[src/rtl/bin_comp_pkg.sv]
// Shared types for the LSB-first serial magnitude comparator.
package bin_comp_pkg;

    typedef enum logic [1:0] {
        IDLE = 2'd0,
        RUN  = 2'd1,
        DONE = 2'd2
    } state_e;

    typedef enum logic [1:0] {
        RES_EQ = 2'd0,
        RES_GT = 2'd1,
        RES_LT = 2'd2
    } res_e;

    // Fold one bit decision into the running result; a differing bit always wins.
    function automatic res_e res_fold(input res_e acc, input logic eq, input logic gt, input logic lt,
                                      input logic flip);
        res_e r;
        r = acc;
        if (!eq) begin
            r = ((gt & ~flip) | (lt & flip)) ? RES_GT : RES_LT;
        end
        return r;
    endfunction

endpackage

[src/rtl/bin_comp_1b.sv]
// 1-bit comparator cell: per-bit equal / greater / less decision.
module bin_comp_1b (
    input  logic a_bit,
    input  logic b_bit,
    output logic eq_c,
    output logic gt_c,
    output logic lt_c
);

    assign eq_c = ~(a_bit ^ b_bit);
    assign gt_c = a_bit & ~b_bit;
    assign lt_c = ~a_bit & b_bit;

endmodule

[src/rtl/bin_comp_serial.sv]
// LSB-first serial magnitude comparator with registered EQ/GT/LT result.
// Define BIN_COMP_SIGNED_EN to treat operands as two's complement (sign bit decision inverted).
module bin_comp_serial
    import bin_comp_pkg::*;
#(
    parameter int unsigned WIDTH = 8
) (
    input  logic clk,
    input  logic rst,
    input  logic start,
    input  logic bit_valid,
    input  logic a_bit,
    input  logic b_bit,
    output logic busy,
    output logic done,
    output logic A_EQ_B,
    output logic A_GT_B,
    output logic A_LT_B
);

    localparam int unsigned CNT_W = (WIDTH > 1) ? $clog2(WIDTH) : 1;
    localparam logic [CNT_W-1:0] LAST_IDX = CNT_W'(WIDTH - 1);

    state_e           state, state_d;
    logic [CNT_W-1:0] cnt, cnt_d;
    res_e             acc, acc_d;
    logic             busy_d, done_d, eq_d, gt_d, lt_d;
    logic             bit_eq_c, bit_gt_c, bit_lt_c;
    logic             last_bit_c, flip_c;

    bin_comp_1b u_cell (
        .a_bit (a_bit),
        .b_bit (b_bit),
        .eq_c  (bit_eq_c),
        .gt_c  (bit_gt_c),
        .lt_c  (bit_lt_c)
    );

    assign last_bit_c = (cnt == LAST_IDX);

`ifdef BIN_COMP_SIGNED_EN
    assign flip_c = last_bit_c;
`else
    assign flip_c = 1'b0;
`endif

    // Next-state, counter, accumulator and next output values
    always_comb begin
        state_d = state;
        cnt_d   = cnt;
        acc_d   = acc;
        busy_d  = busy;
        done_d  = 1'b0;
        eq_d    = A_EQ_B;
        gt_d    = A_GT_B;
        lt_d    = A_LT_B;
        case (state)
            IDLE: begin
                if (start) begin
                    state_d = RUN;
                    cnt_d   = '0;
                    acc_d   = RES_EQ;
                    busy_d  = 1'b1;
                    eq_d    = 1'b0;
                    gt_d    = 1'b0;
                    lt_d    = 1'b0;
                end
            end
            RUN: begin
                if (bit_valid) begin
                    acc_d = res_fold(acc, bit_eq_c, bit_gt_c, bit_lt_c, flip_c);
                    if (last_bit_c) begin
                        state_d = DONE;
                        busy_d  = 1'b0;
                        done_d  = 1'b1;
                        eq_d    = (acc_d == RES_EQ);
                        gt_d    = (acc_d == RES_GT);
                        lt_d    = (acc_d == RES_LT);
                    end else begin
                        cnt_d = cnt + CNT_W'(1);
                    end
                end
            end
            DONE: begin
                state_d = IDLE;
            end
            default: begin
                state_d = IDLE;
                busy_d  = 1'b0;
            end
        endcase
    end

    // State and output registers
    always_ff @(posedge clk or posedge rst) begin
        if (rst) begin
            state  <= IDLE;
            cnt    <= '0;
            acc    <= RES_EQ;
            busy   <= 1'b0;
            done   <= 1'b0;
            A_EQ_B <= 1'b0;
            A_GT_B <= 1'b0;
            A_LT_B <= 1'b0;
        end else begin
            state  <= state_d;
            cnt    <= cnt_d;
            acc    <= acc_d;
            busy   <= busy_d;
            done   <= done_d;
            A_EQ_B <= eq_d;
            A_GT_B <= gt_d;
            A_LT_B <= lt_d;
        end
    end

endmodule

[config.mk]
export PLATFORM = sky130hd
export DESIGN_NAME = bin_comp_serial
export DESIGN_NICKNAME = d
export VERILOG_FILES = /design/src/rtl/bin_comp_pkg.sv /design/src/rtl/bin_comp_1b.sv /design/src/rtl/bin_comp_serial.sv
export SDC_FILE = /design/constraint.sdc
export NUM_CORES = 1
export LEC_CHECK = 0
export ABC_AREA = 1
export BUFFER_PORTS_ARGS = -buffer_cell sky130_fd_sc_hd__buf_2
export CAP_MARGIN = 20
export CORE_MARGIN = 5
export CORE_UTILIZATION = 40
export DETAILED_ROUTE_END_ITERATION = 10
export GPL_TIMING_DRIVEN = 0
export PLACE_DENSITY_LB_ADDON = 0.2
export SLEW_MARGIN = 20
export SYNTH_ARGS = -nofsm -noshare
export SYNTH_HDL_FRONTEND = slang
export SYNTH_HIERARCHICAL = 1
export SYNTH_SLANG_ARGS = --single-unit
[constraint.sdc]
create_clock -name clk -period 4.2 [get_ports clk]
set_input_delay 0.42 -clock clk [delete_from_list [all_inputs] [get_ports clk]]
set_output_delay 0.42 -clock clk [all_outputs]
set_load 0.005 [all_outputs]
==> results of run 1 <==
==> through the flow <==
step,setup slack (ns),hold slack (ns)
6_report,2.74,0.143
2_1_floorplan,2.84,0.285
3_5_place_dp,2.72,0.459
4_1_cts,2.72,0.165
3_3_place_gp,2.76,0.455
5_1_grt,2.60,0.193
==> layout make-up <==
class	instances	area, µm²	share of cell area (%)
flip-flops and latches	12	300	36.4
multi-input cells	61	352	42.6
clock buffers	4	36.3	4.39
well taps	25	31.3	3.79
repair buffers	10	50.0	6.06
inverters	13	48.8	5.91
plain buffers	1	7.51	0.909
==> routing by layer <==
layer  vias up  global-route usage [%]  part of all wire (%)
met1       260                    12.3                    39
met3         4                    3.44                   4.1
met2         6                    19.9                    54
li1        299                       -                     -
met4         0                    5.24                   2.2
met5         -                       0                     0
==> flip-flops by register name, summed over array words and instances (netlist names) <==
register	flops
cnt	3
acc	2
busy	1
done	1
A_GT_B	1
A_EQ_B	1
A_LT_B	1
state	2
==> path summary, 6_finish.rpt <==
check | slack, ns | start | to
max | 2.74 | cnt[0]$_DFFE_PP0P_ | cnt[1]$_DFFE_PP0P_
min reg2reg | 0.48 | A_EQ_B$_DFFE_PP0P_ | A_EQ_B$_DFFE_PP0P_
max reg2reg | 2.74 | cnt[0]$_DFFE_PP0P_ | cnt[1]$_DFFE_PP0P_
min | 0.14 | rst | cnt[2]$_DFFE_PP0P_
max in group asynchronous | 3.73 | rst | A_LT_B$_DFFE_PP0P_
min in group clk | 0.35 | start | busy$_DFFE_PP0P_
==> cells by family after synthesis <==
logic type	share of synthesized area, %
AND/OR/NAND/NOR	34.5
buffers and inverters	7.95
flip-flops	42.4
AO/OA/AOI/OAI	6.36
adder cells (fa/ha/maj)	8.83
==> power by group <==
part / leakage [nW] / switching [mW] / internal (mW) / total (mW)
combinational: 0.301 / 0.0985 / 0.0692 / 0.168
clock: 0.0210 / 0.0393 / 0.0526 / 0.0920
sequential: 0.154 / 0.0199 / 0.153 / 0.173
total: 0.476 / 0.158 / 0.275 / 0.433
==> worst max-delay path, stage by stage, from the launching register on <==
cell and delay, ns:
dfrtp_1 0.40, ha_1 0.22, ha_1 0.21, a21oi_1 0.24, nand3_4 0.14, nand2_1 0.08, o21ai_1 0.06
==> layout by cell type, fill, tap and decap left out <==
cell type,instances
nand3_1,4
o21ai_0,1
nand2_4,2
nand2_1,29
nand3_4,2
clkbuf_8,1
buf_4,1
clkbuf_4,3
nor2_2,2
o21ai_1,6
nor2_1,3
nand4_1,1
nor3_1,2
buf_2,10
dfrtp_1,12
a21oi_1,2
nor2_4,1
ha_1,5
or2_0,1
inv_2,1
inv_1,12
==> flow_metrics.env, run 1 <==
export IMPL_yosysTopAreaCell="dfrtp_1"
export IMPL_drive_gt1_share_pct=22.8
export IMPL_ys_ff_latch=12
export IMPL_root_buffer="clkbuf_4"
export IMPL_syn_mean_instance_area_um2=8.14
export IMPL_critPathRequiredTime_ns=4.36
export IMPL_fin_area_um2=826
export IMPL_dp_hpwl_um=998
export IMPL_synthDistinctLibCells=18
export IMPL_wirelength_um=1230
export IMPL_max_cap_viol_count=0
export IMPL_synth_seq_area_share_pct=42.4
export IMPL_relSlewSlack_pct=68.8
export IMPL_synth_top_area_share_pct=42.4
export IMPL_numPlacedInstances=122
export IMPL_worst_path_max_fanout=7
export IMPL_grt_pass1_wl_um=2240
export IMPL_p_per_area_nw_per_um2=524
export IMPL_ant_nets=0
export IMPL_start_kind="flop"
export IMPL_post_cts_setup_buffer_count=0
export IMPL_p_leak_nw=0.476
export IMPL_arrival_ns=1.62
export IMPL_synth_edf_count=0
export IMPL_power_mw=0.433
export IMPL_critPathKind="flop to flop"
export IMPL_syn_inst=87
export IMPL_reg2reg_depth=6
export IMPL_syn_num_nets=98
export IMPL_cts_hold_buf=0
export IMPL_wire_per_inst_um=9.77
export IMPL_antenna_found_initial=0
export IMPL_hold_class="primary input to async pin"
export IMPL_firstDrtPassIters=4
export IMPL_netlist_area_um2=708
export IMPL_fin_setup_tns_ns=0
export IMPL_max_freq_ghz=0.685
export IMPL_slew_violations=0
export IMPL_h_tree_depth=1
export IMPL_post_route_period_util_pct=34.8
export IMPL_die_y_um=52.1
export IMPL_clk_latency_ns=0.27
export IMPL_hold_viol=0
export IMPL_rsz0062_at_grt="false"
export IMPL_core_um2=1710
export IMPL_rows=15
export IMPL_synth_area_leaders="dfrtp_1, nand2_1, ha_1, inv_1, nand3_4"
export IMPL_cts_inserted_buffers=3
export IMPL_ys_warnings_count=6
export IMPL_numPortBuffers=10
export IMPL_fin_cells=126
export IMPL_ys_dominant_reg_cell="dfrtp_1"
export IMPL_overflow=0
export IMPL_worstSetupEndpointType="flop"
export IMPL_start_util_pct=41.5
export IMPL_insertedDiodeCount=0
export IMPL_post_route_min_period_ns=1.46
export IMPL_die_w_um=52.1
export IMPL_gp_congestion=0.695
export IMPL_io_pins=11
export IMPL_remaining_drc_errors=0
export IMPL_num_fill_cells=174
export IMPL_synthArstFlopShare_pct=100
export IMPL_die_area_um2=2710
export IMPL_max_slew_worst_pin_slew_ns=0.468
export IMPL_grt_pass1_vias=531
export IMPL_cts_tree="built"
export IMPL_clock_sinks=12
export IMPL_clkTransAtPathRegs_ns=0.08
export IMPL_clockBufferDepth=2
export IMPL_outcome="finished, final reports clean"
export IMPL_fin_util_pct=48.4
export IMPL_ir_drop_uv=223
export IMPL_ctsResizeCount=0
export IMPL_yosys_cell_count_top_type="nand2_1"
export IMPL_dr_first_iter_drc_count=10
export IMPL_fin_skew_ns=0.00733
export IMPL_via_per_inst=4.52
export IMPL_grt_max_degree=13
export IMPL_place_area_um2=790
export IMPL_synth_common_cells="nand2_1, dfrtp_1, inv_1"
export IMPL_setup_viol=0
export IMPL_grt_usage_pct=11.3
export IMPL_nets=113
export IMPL_vias=569
export IMPL_synthToLayoutAreaGrowth_pct=16.6
(Power assumes the default switching activity.)
==> inputs of run 2 (changes only) <==
clock period = 1.5 ns   (was 4.2 ns; I/O delays follow)
==> run 2 against run 1 <==
Sequential cell count unchanged. Maximum frequency increased by 6.4%. Power grew to 2.8 times the previous value. Worst hold slack got worse by 0.059 ns. Die area did not move. Combinational power rose to 2.8 times the previous value. Non-clock buffer count rose by 1. Via count is 1.4% higher. Setup slack got worse by 2.6 ns. First-iteration DRC count increased by 10%. Final area up 1.7%. Clock power rose to 2.8 times the previous value. Highest routed layer unchanged.
==> flow_metrics.env, run 2 (same netlist as run 1, synthesis figures left out) <==
export IMPL_outcome="finished, final reports clean"
export IMPL_die_w_um=52.1
export IMPL_p_leak_nw=0.482
export IMPL_wire_per_inst_um=9.81
export IMPL_via_per_inst=4.54
export IMPL_reg2reg_depth=6
export IMPL_vias=577
export IMPL_largest_reg_flops=3
export IMPL_antenna_found_initial=0
export IMPL_holdPathEnd="busy$_DFFE_PP0P_"
export IMPL_root_buffer="clkbuf_4"
export IMPL_drive_gt1_share_pct=23.5
export IMPL_wirelength_um=1250
export IMPL_grt_pass1_vias=541
export IMPL_hold_class="primary input to flop"
export IMPL_place_area_um2=790
export IMPL_relSlewSlack_pct=68.5
export IMPL_r2r_start="cnt[0]$_DFFE_PP0P_"
export IMPL_clk_latency_ns=0.27
export IMPL_die_area_um2=2710
export IMPL_ir_drop_uv=630
export IMPL_grt_usage_pct=11.5
export IMPL_max_cap_viol_count=0
export IMPL_worst_path_max_fanout=7
export IMPL_core_um2=1710
export IMPL_numPlacedInstances=122
export IMPL_start_util_pct=41.5
export IMPL_gp_congestion=0.695
export IMPL_critPathKind="flop to flop"
export IMPL_fin_setup_tns_ns=0
export IMPL_grt_max_degree=13
export IMPL_synthToLayoutAreaGrowth_pct=18.6
export IMPL_clockBufferDepth=2
export IMPL_h_tree_depth=1
export IMPL_fin_skew_ns=0.00578
export IMPL_holdCritStartpoint="start"
export IMPL_startpoint="cnt[0]$_DFFE_PP0P_"
export IMPL_pre_cts_ws_ns=0.0173
export IMPL_reg_top3="cnt (3), acc (2), state (2)"
export IMPL_top_register="cnt"
export IMPL_p_per_area_nw_per_um2=1450
export IMPL_rsz0062_at_grt="false"
export IMPL_layout_setup_ws_ns=0.128
export IMPL_holdWs_ns=0.0836
export IMPL_fin_util_pct=49.2
export IMPL_remaining_drc_errors=0
export IMPL_mostFrequentLayoutCell="nand2_1"
export IMPL_grt_pass1_wl_um=2260
export IMPL_io_pins=11
export IMPL_fin_cells=127
export IMPL_dp_hpwl_um=998
export IMPL_setup_viol=0
export IMPL_overflow=0
export IMPL_post_cts_setup_buffer_count=0
export IMPL_hold_depth=3
export IMPL_die_y_um=52.1
export IMPL_hold_viol=0
export IMPL_cts_inserted_buffers=3
export IMPL_fin_area_um2=840
export IMPL_regToRegEndpoint="cnt[1]$_DFFE_PP0P_"
export IMPL_start_kind="flop"
export IMPL_critPathRequiredTime_ns=1.66
export IMPL_ant_nets=0
export IMPL_max_freq_ghz=0.729
export IMPL_dr_first_iter_drc_count=11
export IMPL_firstDrtPassIters=4
export IMPL_power_mw=1.22
export IMPL_arrival_ns=1.53
export IMPL_numPortBuffers=10
export IMPL_insertedDiodeCount=0
export IMPL_worstSetupEndpointType="flop"
export IMPL_post_route_min_period_ns=1.37
export IMPL_slew_violations=0
export IMPL_nets=114
export IMPL_final_cell_mix="nand2_1, dfrtp_1, inv_1"
export IMPL_post_route_period_util_pct=91.5
export IMPL_max_slew_worst_pin_slew_ns=0.472
export IMPL_rows=15
export IMPL_clkTransAtPathRegs_ns=0.08
export IMPL_r2r_slack_ns=0.13
export IMPL_cts_tree="built"
export IMPL_clock_sinks=12
==> run 2: changes by cell type in the layout (fill, tap and decap cells not counted) <==
cell and change:
a21oi_2 +1, dlygate4sd3_1 +1, o21ai_1 +1, o21ai_0 -1, a21oi_1 -1
==> run 2: how the worst max path moves through the flow <==
stage                              end  slack, ns  cells past startpoint
global placement    cnt[0]$_DFFE_PP0P_       0.06                      6
detailed placement  cnt[1]$_DFFE_PP0P_       0.02                      6
finish              cnt[1]$_DFFE_PP0P_       0.13                      6
global route        cnt[1]$_DFFE_PP0P_       0.01                      6
floorplan           cnt[0]$_DFFE_PP0P_       0.14                      6
CTS                 cnt[1]$_DFFE_PP0P_       0.02                      6
==> run 2: routing by layer <==
layer  global-route usage [%]  share of wire (%)
met4                     5.24                1.2
met3                     3.44                3.9
met1                     12.3                 40
met5                        0                  0
met2                     20.3                 55
==> run 2: area by class of cell <==
cell class	count	area (µm²)
buffer	1	7.51
clock buffer	4	36.3
fill	171	868
inverter	13	48.8
multi-input combinational	61	355
sequential	12	300
tap	25	31.3
timing repair buffer	11	60.1
==> run 2: report_power, final <==
part,switching (mW),internal (mW),total [mW]
Combinational,0.281,0.197,0.477
Sequential,0.0563,0.429,0.485
Clock,0.109,0.147,0.257
Total,0.446,0.773,1.22
==> run 2: what timing repair did <==
item / in CTS / in global routing
resized for setup: 0 / 2
hold buffers: 1 / 0
hold endpoints to repair: 12 / 0
endpoints found under the setup margin: 0 / 6
==> run 2: worst max-delay path: stages, from the launching register on <==
cell	delay [ns]
dfrtp_1	0.41
ha_1	0.22
ha_1	0.22
a21oi_2	0.17
nand3_4	0.12
nand2_1	0.07
o21ai_1	0.05
==> inputs of run 3 (changes only) <==
BUFFER_PORTS_ARGS = default   (was -buffer_cell sky130_fd_sc_hd__buf_2)
DONT_BUFFER_PORTS = 1   (was default)
==> run 3 against run 2 <==
Worst hold slack worse by 0.050 ns. Sequential cell count unchanged. Setup slack worse by 0.033 ns. Final cell count down 7.1%. Maximum frequency down 2.3%. Count of clock-buffer cells in the layout unchanged. Die area unchanged. Power down 2.4%. Via count down 1.9%. Clock power about the same. Largest power group unchanged.
==> flow_metrics.env, run 3 (same netlist as run 1, synthesis figures left out) <==
export IMPL_post_route_period_util_pct=93.7
export IMPL_worstSetupEndpointType="flop"
export IMPL_cpMostUsedCell="ha_1"
export IMPL_critPathRequiredTime_ns=1.67
export IMPL_clkTransAtPathRegs_ns=0.07
export IMPL_synthToLayoutAreaGrowth_pct=12.9
export IMPL_clk_latency_ns=0.27
export IMPL_wire_per_inst_um=11.3
export IMPL_fin_area_um2=800
export IMPL_dp_hpwl_um=997
export IMPL_vias=566
export IMPL_final_cell_mix="nand2_1, dfrtp_1, inv_1"
export IMPL_cp_slowest_cell="dfrtp_1"
export IMPL_start_util_pct=41.5
export IMPL_post_route_min_period_ns=1.41
export IMPL_final_seq_area_um2=300
export IMPL_hold_viol=0
export IMPL_max_slew_worst_pin_slew_ns=0.464
export IMPL_dr_first_iter_drc_count=12
export IMPL_drive_gt1_share_pct=15.1
export IMPL_h_tree_depth=1
export IMPL_fin_skew_ns=0.00126
export IMPL_start_kind="flop"
export IMPL_clockBufferDepth=2
export IMPL_arrival_ns=1.57
export IMPL_grt_usage_pct=11.5
export IMPL_rows=15
export IMPL_root_buffer="clkbuf_4"
export IMPL_grt_max_degree=13
export IMPL_grt_pass1_vias=551
export IMPL_critPathKind="flop to flop"
export IMPL_cts_inserted_buffers=3
export IMPL_die_w_um=52.1
export IMPL_place_area_um2=739
export IMPL_ant_nets=0
export IMPL_p_leak_nw=0.441
export IMPL_insertedDiodeCount=0
export IMPL_remaining_drc_errors=0
export IMPL_gp_congestion=0.714
export IMPL_clock_sinks=12
export IMPL_layout_setup_ws_ns=0.0947
export IMPL_ir_drop_uv=768
export IMPL_mostFrequentLayoutCell="nand2_1"
export IMPL_setup_viol=0
export IMPL_dr_wl_met2_um=674
export IMPL_fin_cells=118
export IMPL_outcome="finished, final reports clean"
export IMPL_cp_top_family="adder cells"
export IMPL_cpPeakStageDelay_ns=0.41
export IMPL_core_um2=1710
export IMPL_max_cap_viol_count=0
export IMPL_overflow=0
export IMPL_antenna_found_initial=0
export IMPL_drt_met1_wl_um=560
export IMPL_numPortBuffers=0
export IMPL_rsz0062_at_grt="false"
export IMPL_p_per_area_nw_per_um2=1490
export IMPL_hold_class="primary input to flop"
export IMPL_die_area_um2=2710
export IMPL_slew_violations=0
export IMPL_wl_met3_um=66
export IMPL_nets=105
export IMPL_relSlewSlack_pct=69.0
export IMPL_firstDrtPassIters=5
export IMPL_via_per_inst=4.80
export IMPL_worstPathCellList="ha_1 > ha_1 > a21oi_2 > nand3_4 > nand2_1 > o21ai_1"
export IMPL_num_fill_cells=184
export IMPL_reg_top3="cnt (3), acc (2), state (2)"
export IMPL_wirelength_um=1340
export IMPL_worst_path_max_fanout=7
export IMPL_pre_cts_ws_ns=0.0209
export IMPL_largest_reg_flops=3
export IMPL_die_y_um=52.1
export IMPL_cts_tree="built"
export IMPL_multiInputGateArea_um2=355
export IMPL_fin_setup_tns_ns=0
export IMPL_io_pins=11
export IMPL_path_buf_inv=0
export IMPL_highest_layer="met4"
export IMPL_numPlacedInstances=112
export IMPL_max_freq_ghz=0.712
export IMPL_top_register="cnt"
export IMPL_grt_pass1_wl_um=2270
-- run 3: cell count changes in the layout (fill, tap and decap cells not counted), sizes merged --
cell	before	now
dlygate4sd3	1	2
buf	11	1
-- run 3: per-stage QoR --
stage	util (%)	power, mW	hold WS (ns)
6_report	46.8	1.19	0.0337
5_1_grt	46.8	1.30	0.0262
4_1_cts	46.6	1.20	0.0322
3_5_place_dp	43.3	0.932	0.0851
3_3_place_gp	43.3	0.919	0.0752
2_1_floorplan	-	0.848	0.0147
-- run 3: final timing paths --
check,startpoint,endpoint,slack [ns],cells past startpoint
max in group asynchronous,rst,cnt[2]$_DFFE_PP0P_,0.85,2
hold / removal,bit_valid,acc[0]$_DFFE_PP0P_,0.03,2
setup reg to reg,cnt[0]$_DFFE_PP0P_,cnt[2]$_DFFE_PP0P_,0.09,6
min in group asynchronous,rst,A_GT_B$_DFFE_PP0P_,0.33,2
hold reg to reg,acc[1]$_DFFE_PP0P_,acc[1]$_DFFE_PP0P_,0.49,2
setup / recovery,cnt[0]$_DFFE_PP0P_,cnt[2]$_DFFE_PP0P_,0.09,6
-- run 3: worst register-to-register path, cell delays in order (launching register included) --
cell,delay [ns]
dfrtp_1,0.41
ha_1,0.23
ha_1,0.22
a21oi_2,0.18
nand3_4,0.12
nand2_1,0.08
o21ai_1,0.06
-- run 3: final cells by class --
type / instances / area share (%)
Buffer: 1 / 0.939
Clock buffer: 4 / 4.54
Inverter: 13 / 6.10
Multi-Input combinational cell: 61 / 44.4
Sequential cell: 12 / 37.6
Tap cell: 25 / 3.91
Timing Repair Buffer: 2 / 2.50
-- run 3: layer usage --
metal / vias up / global-route usage (%)
met2: 15 / 20.7
li1: 281 / -
met3: 5 / 3.72
met1: 265 / 12.0
met4: 0 / 5.24
met5: - / 0
-- run 3: where the power goes --
part | total, mW | switching [mW] | leakage, nW | internal, mW
clock network | 0.258 | 0.110 | 0.0210 | 0.148
logic | 0.431 | 0.264 | 0.266 | 0.167
registers | 0.501 | 0.0710 | 0.154 | 0.430
-- run 3: what timing repair did --
item,in CTS,in global routing
hold buffers,2,0
pin swaps,0,1
hold endpoints to repair,13,0
setup buffers,0,0
gates resized for setup,1,1
endpoints found under the setup margin,1,3
